$ cat config.mk
export PLATFORM = sky130hd
export DESIGN_NAME = prog_loader
export DESIGN_NICKNAME = d
export VERILOG_FILES = /design/src/rtl/prog_loader.sv
export SDC_FILE = /design/constraint.sdc
export NUM_CORES = 1
export LEC_CHECK = 0
export CAP_MARGIN = 20
export CORE_ASPECT_RATIO = 1.25
export CORE_MARGIN = 5
export CORE_UTILIZATION = 49
export CTS_CLUSTER_SIZE = 25
export DETAILED_ROUTE_END_ITERATION = 8
export GPL_TIMING_DRIVEN = 0
export PLACE_DENSITY_LB_ADDON = 0.05
export SETUP_SLACK_MARGIN = 0.5
export SLEW_MARGIN = 5
export SYNTH_ARGS = -nofsm -noshare
export SYNTH_HDL_FRONTEND = slang
export SYNTH_SLANG_ARGS = --single-unit
$ cat constraint.sdc
create_clock -name clk -period 4.4 [get_ports clk]
set_input_delay 0.88 -clock clk [delete_from_list [all_inputs] [get_ports clk]]
set_output_delay 0.88 -clock clk [all_outputs]
set_load 0.01 [all_outputs]
$ cat src/rtl/prog_loader.sv
// Program loader and memory-port owner for the MP-8: streams an image into the
// 32x8 memory, optionally zero-fills the tail, then releases and starts the CPU.
module prog_loader #(
    parameter bit FILL_ZERO = 1'b1
) (
    input  logic       clk,
    input  logic       reset,
    input  logic       load_req,
    input  logic [5:0] load_len,
    input  logic [7:0] byte_in,
    input  logic       byte_valid,
    output logic       byte_ready,
    input  logic [4:0] cpu_addr,
    input  logic [7:0] cpu_wdata,
    input  logic       cpu_we,
    output logic [4:0] mem_addr,
    output logic [7:0] mem_din,
    output logic       mem_we,
    output logic       cpu_reset,
    output logic       cpu_start,
    output logic       busy,
    output logic       done,
    output logic [7:0] checksum
);
    typedef enum logic [2:0] {IDLE, LOAD, FILL, START, RUN} state_e;

    state_e     state_q, state_d;
    logic [5:0] len_q, len_d;
    logic [4:0] cnt_q, cnt_d;
    logic [7:0] sum_q, sum_d;
    logic [5:0] len_sel;
    logic       xfer;
    logic       last_byte;

    // A length of zero or anything beyond the memory size means a full image.
    assign len_sel   = (load_len == 6'd0 || load_len > 6'd32) ? 6'd32 : load_len;
    assign xfer      = (state_q == LOAD) && byte_valid;
    assign last_byte = xfer && ({1'b0, cnt_q} == (len_q - 6'd1));
    assign checksum  = sum_q;

    always_ff @(posedge clk) begin
        if (reset) begin
            state_q <= IDLE;
            len_q   <= 6'd32;
            cnt_q   <= 5'd0;
            sum_q   <= 8'd0;
        end else begin
            state_q <= state_d;
            len_q   <= len_d;
            cnt_q   <= cnt_d;
            sum_q   <= sum_d;
        end
    end

    always_comb begin
        state_d    = state_q;
        len_d      = len_q;
        cnt_d      = cnt_q;
        sum_d      = sum_q;
        byte_ready = 1'b0;
        mem_addr   = 5'd0;
        mem_din    = 8'd0;
        mem_we     = 1'b0;
        cpu_reset  = 1'b1;
        cpu_start  = 1'b0;
        busy       = 1'b0;
        done       = 1'b0;

        case (state_q)
            IDLE: begin
                if (load_req) begin
                    state_d = LOAD;
                    len_d   = len_sel;
                    cnt_d   = 5'd0;
                    sum_d   = 8'd0;
                end
            end
            LOAD: begin
                busy       = 1'b1;
                byte_ready = 1'b1;
                mem_addr   = cnt_q;
                mem_din    = byte_in;
                mem_we     = byte_valid;
                if (xfer) begin
                    sum_d = sum_q + byte_in;
                    // On a full image the counter holds at 31 instead of wrapping.
                    if (last_byte) begin
                        if (FILL_ZERO && (len_q < 6'd32)) begin
                            state_d = FILL;
                            cnt_d   = cnt_q + 5'd1;
                        end else begin
                            state_d = START;
                        end
                    end else begin
                        cnt_d = cnt_q + 5'd1;
                    end
                end
            end
            FILL: begin
                busy     = 1'b1;
                mem_we   = 1'b1;
                mem_addr = cnt_q;
                if (cnt_q == 5'd31) begin
                    state_d = START;
                end else begin
                    cnt_d = cnt_q + 5'd1;
                end
            end
            START: begin
                busy      = 1'b1;
                cpu_reset = 1'b0;
                cpu_start = 1'b1;
                state_d   = RUN;
            end
            RUN: begin
                done      = 1'b1;
                cpu_reset = 1'b0;
                mem_addr  = cpu_addr;
                mem_din   = cpu_wdata;
                mem_we    = cpu_we;
                if (load_req) begin
                    state_d = LOAD;
                    len_d   = len_sel;
                    cnt_d   = 5'd0;
                    sum_d   = 8'd0;
                end
            end
            default: state_d = IDLE;
        endcase
    end
endmodule

==> results by group, run 1 <==
STA
  – Unrepaired setup endpoints after global routing: no
  – Final worst slack: 1045 ps
  – Headroom to the max-slew limit: 67.00%
  – Hold Fails Final Rpt: 0
  – Min Tclk post-route: 3355 ps
  – Final Slew Violations: 0
  – Max Fclk: 298.1 MHz
  – Final setup vio count: 0
  – Final TNS setup: 0 ps
  – Clock Skew: 3.304 ps
  – Final worst path period share: 76.25%
  – Worst slew pin tran: 491.3 ps

Placement
  – Post-DP HPWL: 3460 um
  – Dpl ws: 1172 ps
  – I/O Buffers: 58
  – Gpl congestion: 0.8289

Route
  – Via count: 1,755
  – DRT iter0 DRCs: 61
  – WL final: 4440 um
  – DRC viols: 0
  – Via density per instance: 5.870
  – 1st-pass router iterations: 4
  – WL/cell: 14.85 um
  – Post-detailed-route count of antenna-violating nets: 0

Floorplan
  – Site Rows: 23
  – Initial Util: 51.64%
  – Die Ht: 75.45 um
  – Die ar.: 4705 um2
  – Die width: 62.36 um
  – I/O pin count: 59
  – Core Area: 3252 um2

Yosys
  – Count leader, synth: a21oi_1
  – Post-Synthesis Cells: 201
  – Leading area contributor after synthesis: dfxtp_1
  – Dominant synthesized flop cell: dfxtp_1
  – Fraction of registers with async set/reset: 0%
  – Synth warn: 0
  – EDFF count, synth: 0
  – Post-synthesis cell type count: 55
  – Register area share after synthesis: 26.23%
  – Seq cells post-synth: 22
  – Yosys top cell area share: 26.23%
  – Commonest cells post-synth: a21oi_1 (26), dfxtp_1 (22), nor2_1 (19), a22o_1 (13), ha_1 (10)
  – Synthesized area per cell: 8.354 um2
  – Syn Nets: 244
  – Area of the mapped netlist: 1679 um2
  – Synth top area cells: dfxtp_1 (26%), a21oi_1 (7.7%), ha_1 (7.5%), a22o_1 (6.8%), nor2_1 (4.2%)

Run status
  – Status: finished clean

Clock network
  – CTS Buffer Depth: 2
  – TritonCTS clock tree: built
  – Total clock sinks: 22
  – Clock Pin Slew Worst Setup and Hold Paths: 80 ps
  – Cts bufs inserted: 3
  – Worst-Skew Late Latency: 260 ps
  – Root buffer cell: clkbuf_8
  – Hold Buf Count CTS: 0
  – Post-CTS Setup Bufs: 0
  – H-tree depth: 1
  – Post-CTS sizing: 0

Power and ir drop
  – Maximum vdd drop: 0.0001585 V
  – Pleak: 0.9670 nW
  – Power Density: 221.9 nW/um2

Finish
  – Share of cells above drive strength 1: 8.779%
  – Area grow syn2layout: 39.79%
  – Layout fillers: 276
  – Final net count: 307
  – Area of the multi-input gates: 1160 um2
  – # diodes: 0
  – Register Area: 440.4 um2

Setup path
  – Crit path max fanout: 10
  – Critical Path End Type: output port
  – CP Class: reg2out
  – CP required: 3520 ps
  – Critical Path Start Type: flip-flop
  – Crit path arrival time: 2470 ps

Run
  – Number of max-cap violations: 0

Global routing
  – Antenna violations before repair: 0
  – Total track usage: 18.62%
  – Largest net degree at the start of global routing: 12
  – Total grt overflow: 0
  – First-pass GRT wire length: 7327 um
  – Vias in the first global route: 1,660

Hold path
  – Worst min path class: reg2reg
-- logic make-up (layout without fill, tap and decap cells) --
| group | Yosys count | in the layout | synth area share [%] |
|---|---|---|---|
| fa+ha+maj | 11 | 11 | 8.644 |
| compound gates | 75 | 75 | 31.67 |
| flops | 22 | 22 | 26.23 |
| xor+xnor | 10 | 10 | 5.216 |
| buf+inv | 16 | 77 | 4.695 |
| simple gates | 67 | 67 | 23.55 |
-- placed cells by master, fill, tap and decap left out, types with 3 or more instances in the layout --
| cell type | count |
|---|---|
| dfxtp_1 | 22 |
| a22o_1 | 13 |
| clkbuf_8 | 3 |
| o21ai_0 | 6 |
| xor2_1 | 4 |
| and3_1 | 3 |
| ha_1 | 10 |
| nand2_1 | 5 |
| buf_2 | 6 |
| a21oi_1 | 26 |
| clkdlybuf4s50_1 | 58 |
| nand3b_1 | 6 |
| a21o_1 | 6 |
| xnor2_1 | 6 |
| nor3b_1 | 7 |
| nor2_1 | 19 |
| nand2b_1 | 4 |
| nand4b_1 | 3 |
| nor3_1 | 5 |
| inv_1 | 5 |
| clkbuf_1 | 3 |
-- worst paths after layout --
path              slack, ps        start  depth (start not counted)           to
hold / removal          530  checksum[7]                          2  checksum[7]
setup / recovery       1050   state_q[1]                          7   mem_din[0]
hold reg to reg         530  checksum[7]                          2  checksum[7]
setup reg to reg       2100     cnt_q[0]                          8     cnt_q[3]
-- routing by layer --
metal  routed length (um)  GRT usage [%]  vias up
met5                    0              0        -
met4                   53          6.132        0
met3                  209          2.655        6
met2                 2267          35.37       52
met1                 1910          21.66      817
li1                     -              -      880
-- sequential cells by signal (all words and copies together) (netlist names) --
register  count
checksum      8
cnt_q         5
len_q         6
state_q       3
-- cell type report --
class                           count  share of cell area (%)
Tap cell                           37                   1.972
Buffer                             11                   2.559
Inverter                            5                  0.7996
Timing Repair Buffer               58                   24.73
Clock buffer                        3                   1.759
Sequential cell                    22                   18.76
Multi-Input combinational cell    163                   49.41
-- critical path, stage by stage, from the launching register on --
cell,delay (ps)
dfxtp_1,320
buf_2,170
nor2_2,340
and2_1,190
buf_2,190
buf_2,250
a22o_1,180
clkdlybuf4s50_1,560
-- report_power, final --
part,switching [mW],internal (mW)
registers,0.0101,0.208
logic,0.0808,0.0966
clock network,0.0645,0.0611
-- through the flow --
stage	power, mW	instance area (um2)	cells	util [%]	hold slack [ps]
6_report	0.5208	2347	299	72.18	526.6
5_1_grt	0.5509	2347	299	72.18	554.4
4_1_cts	0.5238	2347	299	72.18	527.1
3_5_place_dp	0.3990	2306	296	70.91	506.4
3_3_place_gp	0.3963	2306	296	70.91	501.8
2_1_floorplan	0.3217	1679	201	-	474.2
No activity file was read; power rests on OpenSTA's default activity.
==> run 2: changes to the inputs <==
--- a/config.mk
+++ b/config.mk
@@ -8,7 +8,7 @@
 export CAP_MARGIN = 20
 export CORE_ASPECT_RATIO = 1.25
 export CORE_MARGIN = 5
-export CORE_UTILIZATION = 49
+export CORE_UTILIZATION = 41
 export CTS_CLUSTER_SIZE = 25
 export DETAILED_ROUTE_END_ITERATION = 8
 export GPL_TIMING_DRIVEN = 0
==> constraint.sdc (replaced) <==
create_clock -name clk -period 2.8 [get_ports clk]
set_input_delay 0.56 -clock clk [delete_from_list [all_inputs] [get_ports clk]]
set_output_delay 0.56 -clock clk [all_outputs]
set_load 0.01 [all_outputs]
==> run 2 against run 1 <==
Cell count increased by 11%. Wire length grew 7.0%. Combinational power grew 70%.
==> results by group, run 2 (synthesis results as in run 1) <==
Run status
  – Status: finished clean

Floorplan
  – Initial Util: 41.63%
  – Core Area: 4034 um2
  – I/O pin count: 59
  – Site Rows: 26
  – Die width: 67.24 um
  – Die ar.: 5483 um2
  – Die Ht: 81.55 um

Finish
  – # diodes: 0
  – Area grow syn2layout: 53.35%
  – Max FFs per register: 8
  – Most frequent cells in the layout: clkdlybuf4s50_1 (39), a21oi_1 (24), nor2_1 (19)
  – Share of cells above drive strength 1: 19.27%
  – Final net count: 319
  – Most common cell after layout, fill and taps aside: clkdlybuf4s50_1

Setup path
  – Slowest cell on the critical path: dfxtp_4
  – Worst path bufs/invs: 5
  – Critical Path Start Type: flip-flop
  – Cell family with most CP delay: buffers and inverters
  – Critical Path End Type: output port
  – Crit path arrival time: 1760 ps
  – Critical path's most frequent cell: buf_4
  – Crit path max fanout: 10
  – Crit path cell chain: buf_4 -> nand2b_2 -> a21oi_4 -> buf_4 -> buf_4 -> buf_4 -> a22o_1 -> dlymetal6s2s_1
  – CP required: 2240 ps
  – Slowest Stage Delay on Critical Path: 370 ps
  – CP Class: reg2out

Clock network
  – CTS Buffer Depth: 2
  – TritonCTS clock tree: built
  – Cts bufs inserted: 3
  – Clock Pin Slew Worst Setup and Hold Paths: 80 ps
  – Hold Buf Count CTS: 0
  – H-tree depth: 1
  – Worst-Skew Late Latency: 260 ps
  – Root buffer cell: clkbuf_8
  – Total clock sinks: 22

Global routing
  – Total grt overflow: 0
  – First-pass GRT wire length: 7562 um
  – Largest net degree at the start of global routing: 13
  – Total track usage: 17.38%
  – Antenna violations before repair: 0
  – Vias in the first global route: 1,718

Route
  – Post-detailed-route count of antenna-violating nets: 0
  – WL/cell: 14.35 um
  – DRC viols: 0
  – 1st-pass router iterations: 4
  – Via count: 1,760
  – WL final: 4751 um
  – DRT iter0 DRCs: 51
  – Via density per instance: 5.317

STA
  – Final setup vio count: 0
  – Final worst slack: 476.7 ps
  – Final TNS setup: 0 ps
  – Worst slew pin tran: 582.1 ps
  – Final Slew Violations: 0
  – Max Fclk: 430.4 MHz
  – Unrepaired setup endpoints after global routing: yes
  – Headroom to the max-slew limit: 60.89%
  – Clock Skew: 3.651 ps
  – Min Tclk post-route: 2323 ps
  – Final worst path period share: 82.98%
  – Hold Fails Final Rpt: 0

Placement
  – Post-DP HPWL: 3615 um
  – Dpl ws: 74.36 ps
  – I/O Buffers: 58
  – Gpl congestion: 0.8662

Hold path
  – Worst min path class: reg2reg

Run
  – Number of max-cap violations: 0

Power and ir drop
  – Maximum vdd drop: 0.0001502 V
  – Pleak: 1.197 nW
  – Power Density: 339.0 nW/um2
[run 2: worst reg2reg max path, cell delays in order (launching register included)]
cell     delay, ps
dfxtp_2        370
ha_1           240
and3_1         190
ha_1           200
or3b_1         410
a21oi_4        260
o22ai_1        130
o21ai_0        170
a21oi_1         80
[run 2: per-stage QoR]
stage	util (%)	total power [mW]	std cells	hold WS, ps	cell area [um2]
final	63.83	0.8730	331	523.1	2575
after global routing	63.83	0.9292	331	538.6	2575
after CTS	60.55	0.8661	322	518.4	2442
after detailed placement	57.75	0.6279	315	505.0	2330
after global placement	57.75	0.6254	315	497.6	2330
after floorplan	-	0.5056	201	474.2	1679
[run 2: area by class of cell]
type,count,area (um2)
sequential,22,450.4
timing repair buffer,70,669.4
fill,385,1459
multi-input combinational,163,1219
tap,56,70.07
inverter,5,18.77
buffer,11,92.59
clock buffer,4,55.05
[run 2: path summary, 6_finish.rpt]
path               from           to  slack [ps]  cells after the start
max reg2reg    cnt_q[0]     cnt_q[2]         630                      8
min            len_q[5]     len_q[5]         520                      1
max          state_q[0]  mem_addr[0]         480                      8
min reg2reg    len_q[5]     len_q[5]         520                      1
[run 2: routing by layer]
metal	track usage, %	wire length (um)	part of all wire [%]
met5	0	0	0
met4	3.245	17	0.36
met3	3.010	223	4.7
met2	33.33	2514	53
met1	19.80	1996	42
[run 2: report_power, final]
group | leakage [nW] | total [mW] | switching, mW | internal, mW
Sequential | 0.181 | 0.343 | 0.0165 | 0.326
Combinational | 0.988 | 0.301 | 0.134 | 0.166
Clock | 0.0288 | 0.230 | 0.105 | 0.125
[run 2: timing repair]
item	in CTS	in global routing
gates resized for setup	25	36
setup endpoints to repair	18	22
gates cloned	0	1
setup buffers	3	8
pin swaps	2	3
